$ cat src/rtl/fetch_unit.sv
// fetch_unit: instruction prefetcher with a DEPTH-entry FIFO and a single
// outstanding memory request (IDLE / BUSY / DROP).
// Optional feature: define FETCH_ALIGN_CHK_EN to enable the misaligned
// redirect fault. Without it, fault is tied low and redirect_pc[1:0] is
// forced to 2'b00.
module fetch_unit #(
  parameter logic [31:0] RESET_PC = 32'h0000_0000,
  parameter int          DEPTH    = 2
) (
  input  logic        clk,
  input  logic        reset,
  input  logic        ce,
  output logic        mem_req,
  output logic [31:0] mem_addr,
  input  logic        mem_ack,
  input  logic [31:0] mem_rdata,
  output logic        instr_valid,
  output logic [31:0] instr,
  output logic [31:0] instr_pc,
  input  logic        instr_ready,
  input  logic        redirect,
  input  logic [31:0] redirect_pc,
  output logic        fault
);
  localparam int PTR_W = $clog2(DEPTH);
  localparam int CW    = PTR_W + 1;

  typedef enum logic [1:0] {IDLE, BUSY, DROP} state_t;

  state_t           state, state_nxt;
  logic [31:0]      fetch_pc, fetch_pc_nxt;
  logic [CW-1:0]    count, count_nxt;
  logic [PTR_W-1:0] head, tail;
  logic [31:0]      fifo_instr [DEPTH];
  logic [31:0]      fifo_pc    [DEPTH];
  logic             push, pop, flush;
  logic [31:0]      target_pc;
  logic             misaligned;

  assign mem_req     = (state != IDLE);
  assign mem_addr    = fetch_pc;
  assign instr_valid = (count != '0);
  assign instr       = instr_valid ? fifo_instr[head] : '0;
  assign instr_pc    = instr_valid ? fifo_pc[head]    : '0;

`ifdef FETCH_ALIGN_CHK_EN
  assign target_pc  = redirect_pc;
  assign misaligned = |redirect_pc[1:0];

  // Sticky fault: set by a misaligned redirect, cleared only by reset.
  always_ff @(posedge clk or negedge reset) begin
    if (!reset) fault <= 1'b0;
    else if (ce) fault <= fault | (redirect & misaligned);
  end
`else
  assign target_pc  = redirect_pc & 32'hFFFF_FFFC;
  assign misaligned = 1'b0;
  assign fault      = 1'b0;
`endif

  // Next-state, fetch address and FIFO push/pop/flush decisions.
  always_comb begin
    state_nxt    = state;
    fetch_pc_nxt = fetch_pc;
    push         = 1'b0;
    pop          = 1'b0;
    flush        = 1'b0;
    if (ce) begin
      if (redirect) begin
        // Redirect wins over push and pop; any returning data is discarded.
        flush = 1'b1;
        if (misaligned || fault) begin
          state_nxt = IDLE;
        end else begin
          fetch_pc_nxt = target_pc;
          case (state)
            IDLE:    state_nxt = BUSY;
            BUSY:    state_nxt = mem_ack ? BUSY : DROP;
            default: state_nxt = DROP;
          endcase
        end
      end else begin
        pop = instr_valid & instr_ready;
        case (state)
          IDLE: begin
            if (!fault && int'(count) < DEPTH) state_nxt = BUSY;
          end
          BUSY: begin
            if (mem_ack) begin
              push         = 1'b1;
              fetch_pc_nxt = fetch_pc + 32'd4;
              state_nxt    = (int'(count) + 1 - int'(pop) < DEPTH) ? BUSY : IDLE;
            end
          end
          default: begin
            // Stale word from before the redirect: drop it and refetch.
            if (mem_ack) state_nxt = BUSY;
          end
        endcase
      end
    end
  end

  // Occupancy follows push/pop; a flush empties the buffer.
  always_comb begin
    count_nxt = count;
    if (flush) count_nxt = '0;
    else       count_nxt = CW'(int'(count) + int'(push) - int'(pop));
  end

  // Control state: FSM, fetch address, occupancy and FIFO pointers.
  always_ff @(posedge clk or negedge reset) begin
    if (!reset) begin
      state    <= IDLE;
      fetch_pc <= RESET_PC;
      count    <= '0;
      head     <= '0;
      tail     <= '0;
    end else if (ce) begin
      state    <= state_nxt;
      fetch_pc <= fetch_pc_nxt;
      count    <= count_nxt;
      if (flush) begin
        head <= '0;
        tail <= '0;
      end else begin
        if (push) tail <= PTR_W'(int'(tail) + 1);
        if (pop)  head <= PTR_W'(int'(head) + 1);
      end
    end
  end

  // FIFO storage; contents are only observed when count says they are valid.
  always_ff @(posedge clk) begin
    if (push) begin
      fifo_instr[tail] <= mem_rdata;
      fifo_pc[tail]    <= fetch_pc;
    end
  end

endmodule

$ cat config.mk
export PLATFORM = sky130hd
export DESIGN_NAME = fetch_unit
export DESIGN_NICKNAME = d
export VERILOG_FILES = /design/src/rtl/fetch_unit.sv
export SDC_FILE = /design/constraint.sdc
export NUM_CORES = 1
export LEC_CHECK = 0
export CAP_MARGIN = 10
export CELL_PAD_IN_SITES_DETAIL_PLACEMENT = 0
export CELL_PAD_IN_SITES_GLOBAL_PLACEMENT = 1
export CORE_MARGIN = 2
export CORE_UTILIZATION = 28
export CTS_CLUSTER_DIAMETER = 50
export DETAILED_ROUTE_END_ITERATION = 10
export GPL_TIMING_DRIVEN = 0
export HOLD_SLACK_MARGIN = 0.05
export MAX_ROUTING_LAYER = met4
export PLACE_DENSITY = 0.7
export SYNTH_ARGS = -nofsm -noshare
export SYNTH_HDL_FRONTEND = slang
export SYNTH_SLANG_ARGS = --single-unit
export TNS_END_PERCENT = 30
$ cat constraint.sdc
create_clock -name clk -period 5.8 [get_ports clk]
set_input_delay 1.16 -clock clk [delete_from_list [all_inputs] [get_ports clk]]
set_output_delay 1.16 -clock clk [all_outputs]
set_load 0.01 [all_outputs]
==> flow_summary.json, run 1 <==
{
  "outcome": "completed",
  "critical-path-top-delay-family": "buffers and inverters",
  "clock_sinks": 160,
  "insertedDiodeCount": 0,
  "boundaryPins": 169,
  "synth_top_flop_cell": "sky130_fd_sc_hd__edfxtp_1",
  "clk_pin_slew_worst_paths_ns": 0.08,
  "tightestPinTransition_ns": 0.824,
  "clockRootBuffer": "sky130_fd_sc_hd__clkbuf_16",
  "route.antenna.remaining_nets": 0,
  "cp_data_required_time_ns": 4.64,
  "worst-r2r-cell-count": 9,
  "holdPathEnd": "fifo_pc[0][14]",
  "grt_setup_unrepaired": "no",
  "floorplan.die.width_um": 164,
  "route.detailed.vias_per_inst": 4.72,
  "critPathKind": "reg2out",
  "regToRegSetupSlack_ns": 3.40,
  "grt_pass1_wl_um": 29600,
  "post_synth.cell_area_avg_um2": 13.2,
  "route.detailed.drc": 0,
  "grt_pass1_vias": 4994,
  "synth-seq-area-share": 0.646,
  "r2r_path_start": "count[1]",
  "worstReg2RegEnd": "count[1]",
  "postCtsResizedCells": 0,
  "dr.first_iter.drc_count": 297,
  "clock.fmax_mhz": 258,
  "tns_ns": 0,
  "post_cts_hold_buffer_count": 0,
  "post-cts-setup-buffer-count": 0,
  "yosys_warnings": 0,
  "crit_buf_inv": 2,
  "critical_path.max_stage_delay_ns": 0.66,
  "netlist_instances": 544,
  "final_max_slew_viol_count": 0,
  "net-switching-power_mw": 0.775,
  "hold-worst-slack_ns": 0.504,
  "tritoncts_buffer_count": 17,
  "ys_top_cells_by_area": "sky130_fd_sc_hd__edfxtp_1, sky130_fd_sc_hd__dfrtp_1, sky130_fd_sc_hd__mux2i_1",
  "hp-start": "mem_addr[14]",
  "seq_pwr_share": 0.459,
  "pwr-share-clk": 0.405,
  "io_buffer_count": 161,
  "max-cap-violations": 0,
  "synthDominantAreaCellType": "sky130_fd_sc_hd__edfxtp_1",
  "post_drt_wl_per_cell_um": 18.0,
  "final.min_clock_period_ns": 3.87,
  "final.setup_skew_ns": 0.0145,
  "postLayoutCoreUtil": 0.396,
  "areaGrowthSynthToFinish_pct": 38.8,
  "design.core.area_mm2": 0.0251,
  "distinct_cell_type_count_of_the_synthesized_netlist": 69,
  "drt_pass1_iterations": 4,
  "switching_share": 0.256,
  "globalRouteTotalUtil": 0.152,
  "worst_setup_path_end_kind": "output port",
  "grt_overflow": 0,
  "hold_path_depth": 0,
  "intPower_mw": 2.25,
  "nNetsFinal": 805,
  "grt_start_max_net_pins": 39,
  "worst_vdd_rail_ir_drop_uv": 140,
  "layout-drive-gt1-share": 0.107,
  "p_comb_frac": 0.135,
  "fp-row-count": 58,
  "synth_enable_flop_cells": 124,
  "cp_cell_instances": "nor2_2 > clkbuf_1 > nor2_1 > clkdlybuf4s50_1",
  "asyncSetResetFlopFracSynth": 0.225,
  "power_density_mw_per_mm2": 305,
  "post_synth_instance_area_mm2": 0.00715,
  "arrival_ns": 2.71,
  "worst_slew_margin_rel": 0.450,
  "finalSetupViolCount": 0,
  "synth_top_cell_area_share": 0.520,
  "post-route-cell-area_mm2": 0.00993,
  "placed_cell_area_mm2": 0.00928,
  "critical_path.startpoint_type": "flip-flop",
  "hold_class": "reg2reg",
  "critical_path.slowest_cell": "sky130_fd_sc_hd__nor2_2",
  "finalPower_mw": 3.03,
  "dpl.hpwl_um": 13600,
  "power.static_leakage_nw": 3.43,
  "cts_tree": "done",
  "start_util": 0.285,
  "grt_antenna_before_repair": 0,
  "clock_tree.buffer_depth": 2,
  "final-hold-violation-count": 0,
  "final_weighted_congestion_in_routability_driven_placement": 0.851,
  "dieArea_mm2": 0.0268,
  "post-route-period-util": 0.668,
  "die-height_um": 164,
  "seq_cells_post_synth": 160,
  "clock_insertion_delay_worst_skew_ns": 0.43,
  "crit_fanout": 10,
  "crit_cells": 4,
  "htreeDepth": 4,
  "dr_total_vias": 5078,
  "postRouteWirelength_um": 19300,
  "critPathLaunch": "count[1]"
}
[power by group through the flow]
stage	Clock [mW]	Combinational, mW	Sequential [mW]
2_1_floorplan	0	0.181	1.40
4_1_cts	1.26	0.415	1.39
3_3_place_gp	0	0.408	1.41
6_report	1.23	0.409	1.39
3_5_place_dp	0	0.413	1.42
5_1_grt	1.30	0.446	1.40
[worst max-delay path by stage]
| stage | end |
|---|---|
| 2_1_floorplan | fifo_instr[0][0] |
| 3_3_place_gp | fifo_instr[0][4] |
| 3_5_place_dp | count[1] |
| 4_1_cts | instr_pc[5] |
| 5_1_grt | instr_pc[5] |
| 6_report | instr_pc[5] |
[cell usage after synthesis, types with 4 or more instances]
cell	count
sky130_fd_sc_hd__a21oi_1	20
sky130_fd_sc_hd__a22oi_1	11
sky130_fd_sc_hd__and3_1	4
sky130_fd_sc_hd__buf_2	6
sky130_fd_sc_hd__buf_4	7
sky130_fd_sc_hd__clkbuf_1	13
sky130_fd_sc_hd__dfrtp_1	36
sky130_fd_sc_hd__edfxtp_1	124
sky130_fd_sc_hd__inv_1	8
sky130_fd_sc_hd__mux2i_1	73
sky130_fd_sc_hd__nand2_1	30
sky130_fd_sc_hd__nand3_1	12
sky130_fd_sc_hd__nand4_1	8
sky130_fd_sc_hd__nor2_1	84
sky130_fd_sc_hd__nor4_1	4
sky130_fd_sc_hd__o21ai_0	13
sky130_fd_sc_hd__o21ai_1	4
sky130_fd_sc_hd__o22ai_1	13
[through the flow]
| step | std cells | setup WS, ns |
|---|---|---|
| 5_1_grt | 1075 | 1.66 |
| 3_3_place_gp | 1039 | -1.70 |
| 6_report | 1075 | 1.93 |
| 4_1_cts | 1075 | 1.80 |
| 2_1_floorplan | 548 | 1.04 |
| 3_5_place_dp | 1043 | 2.12 |
[state kept, by name, summed over array words and instances (netlist names)]
name and count:
head 1, tail 1, count 2, mem_addr 30, fifo_instr 64, state 2, fifo_pc 60
[routing by layer]
| layer | global-route usage | vias to the layer above | wire length [um] |
|---|---|---|---|
| met4 | 0.0367 | 0 | 184 |
| met3 | 0.0311 | 12 | 1010 |
| met1 | 0.204 | 2504 | 8810 |
| met2 | 0.238 | 147 | 9300 |
| li1 | - | 2415 | - |
| met5 | - | - | 0 |
[final cells by class]
type,instances,area (um^2)
fillers,2376,15200
clock buffers,17,425
clock inverters,15,221
inverters,9,33.8
plain buffers,31,186
flip-flops and latches,160,4620
repair buffers,165,1690
multi-input cells,348,2340
well taps,330,413
[cell families after synthesis]
logic type,share of synthesized area
AND/OR/NAND/NOR,0.134
flip-flops,0.646
AO/OA/AOI/OAI,0.0728
multiplexers,0.104
buffers and inverters,0.0308
XOR/XNOR,0.00612
adder cells (fa/ha/maj),0.00525
other,0.000524
[cell usage in the layout (no fill, tap or decap), drive strengths merged, types with 4 or more instances in the layout]
| cell type | synthesis | final |
|---|---|---|
| conb | 1 | 5 |
| inv | 8 | 17 |
| o22ai | 13 | 13 |
| mux2i | 73 | 73 |
| buf | 17 | 22 |
| a21oi | 20 | 20 |
| nor2 | 84 | 84 |
| clkbuf | 14 | 31 |
| and4 | 4 | 4 |
| dfrtp | 36 | 36 |
| clkdlybuf4s50 | 0 | 160 |
| bufinv | 0 | 4 |
| nor4 | 9 | 9 |
| o21ai | 17 | 17 |
| a22oi | 11 | 11 |
| and3 | 6 | 6 |
| nand3 | 14 | 14 |
| nand2 | 32 | 32 |
| nand4 | 10 | 10 |
| edfxtp | 124 | 124 |
Note: power is estimated with default switching activity, not from simulation.
==> inputs of run 2 (changes only) <==
- clock period: 5.8 -> 3.85 ns (I/O delays scaled with it)
==> run 2 against run 1 <==
Clock power rose by 31%. First-iteration DRC count grew 6.7%. Die area unchanged. Cell area shrank 0.64%. Routed wire length is 0.80% higher. Cell count stayed put. Clock skew down 0.0063 ns.
==> flow_summary.json, run 2 (same netlist as run 1, synthesis figures left out) <==
{
  "outcome": "completed",
  "post_drt_wl_per_cell_um": 18.1,
  "drt_pass1_iterations": 7,
  "worst_slew_margin_rel": 0.429,
  "worst_slack_ns": 0.401,
  "crit_fanout": 10,
  "worst_setup_path_end_kind": "output port",
  "cts_tree": "done",
  "most_frequent_standard_cell_in_the_layout_excluding_fill_and_tap_cells": "sky130_fd_sc_hd__clkdlybuf4s50_1",
  "top_layer": "met4",
  "start_util": 0.285,
  "die-height_um": 164,
  "detailroute.wirelength.met2_um": 9510,
  "clock_tree.buffer_depth": 2,
  "route.antenna.remaining_nets": 0,
  "design.core.area_mm2": 0.0251,
  "finalNonFillerCells": 1075,
  "clockRootBuffer": "sky130_fd_sc_hd__clkbuf_16",
  "post_cts_hold_buffer_count": 0,
  "final.setup_skew_ns": 0.00818,
  "dr_wl_met3_um": 1090,
  "layout_common_cells": "sky130_fd_sc_hd__clkdlybuf4s50_1, sky130_fd_sc_hd__edfxtp_1, sky130_fd_sc_hd__nor2_1",
  "power_density_mw_per_mm2": 438,
  "clk_pin_slew_worst_paths_ns": 0.07,
  "power.static_leakage_nw": 3.37,
  "dpl.hpwl_um": 13900,
  "grt_setup_unrepaired": "no",
  "post-route-cell-area_mm2": 0.00987,
  "final_max_slew_viol_count": 0,
  "layout-drive-gt1-share": 0.105,
  "postRouteWirelength_um": 19500,
  "areaGrowthSynthToFinish_pct": 37.9,
  "boundaryPins": 169,
  "r2r_path_start": "state[1]",
  "tns_ns": 0,
  "arrival_ns": 2.68,
  "clock_insertion_delay_worst_skew_ns": 0.42,
  "final.min_clock_period_ns": 3.45,
  "floorplan.die.width_um": 164,
  "tritoncts_buffer_count": 17,
  "worst_vdd_rail_ir_drop_uv": 203,
  "io_buffer_count": 161,
  "finalPower_mw": 4.32,
  "final-hold-violation-count": 0,
  "cp_data_required_time_ns": 3.08,
  "fp-row-count": 58,
  "tightestPinTransition_ns": 0.855,
  "post-cts-setup-buffer-count": 0,
  "finalSetupViolCount": 0,
  "hold_class": "in2async",
  "post-route-period-util": 0.896,
  "placed_cells_incl_taps": 1043,
  "postCtsResizedCells": 0,
  "grt_pass1_vias": 4911,
  "nNetsFinal": 805,
  "dr_total_vias": 4989,
  "grt_pass1_wl_um": 29500,
  "max_ffs_per_register": 64,
  "clock.fmax_mhz": 290,
  "dr.first_iter.drc_count": 317,
  "final_weighted_congestion_in_routability_driven_placement": 0.867,
  "met1_length_um": 8570,
  "pre_cts_ws_ns": 0.264,
  "clock_sinks": 160,
  "globalRouteTotalUtil": 0.152,
  "critical_path.startpoint_type": "flip-flop",
  "max-cap-violations": 0,
  "route.detailed.drc": 0,
  "critPathLaunch": "count[1]",
  "route.detailed.vias_per_inst": 4.64,
  "grt_overflow": 0,
  "dieArea_mm2": 0.0268,
  "grt_antenna_before_repair": 0,
  "htreeDepth": 4,
  "placed_cell_area_mm2": 0.00930,
  "grt_start_max_net_pins": 49,
  "insertedDiodeCount": 0,
  "critPathKind": "reg2out",
  "max_flop_register": "fifo_instr"
}
[run 2: changes by cell type in the layout (fill, tap and decap cells not counted), sizes merged]
cell,delta
clkinv,-2
inv,-7
bufinv,-3
clkinvlp,+8
clkbuf,+4
[run 2: report_power, final]
group	internal [mW]	switching, mW
Clock	0.927	0.682
Sequential	1.96	0.134
Combinational	0.323	0.295
Total	3.21	1.11
[run 2: worst paths after layout]
kind	depth (start not counted)	end	slack (ns)
min reg2reg	0	fifo_pc[1][14]	0.51
min in group clk	0	fifo_pc[1][14]	0.51
max in group asynchronous	2	mem_addr[14]	3.33
min	2	mem_addr[28]	0.31
max	4	instr_pc[2]	0.40
max reg2reg	6	fifo_pc[0][18]	1.21
[run 2: critical path, cell delays in order, from the launching register on]
cell	delay [ns]
sky130_fd_sc_hd__dfrtp_1	0.42
sky130_fd_sc_hd__nor2_2	0.63
sky130_fd_sc_hd__clkbuf_1	0.55
sky130_fd_sc_hd__nor2_1	0.11
sky130_fd_sc_hd__clkdlybuf4s50_1	0.54
[run 2: metal layers]
metal  track usage  vias to the layer above
li1              -                     2407
met4        0.0455                        0
met2         0.248                      147
met3        0.0295                       21
met1         0.191                     2414
met5             -                        -
[run 2: area by class of cell]
cell class              count  area (um^2)
repair buffers            165         1700
clock buffers              21          460
inverters                   9         33.8
well taps                 330          413
clock inverters            11          108
multi-input cells         348         2340
plain buffers              31          186
flip-flops and latches    160         4620
fillers                  2449        15200
[run 2: metrics by stage]
step,util,hold slack [ns]
floorplan,-,0.474
global placement,0.366,0.481
detailed placement,0.370,0.492
CTS,0.393,0.311
global route,0.393,0.316
finish,0.393,0.313
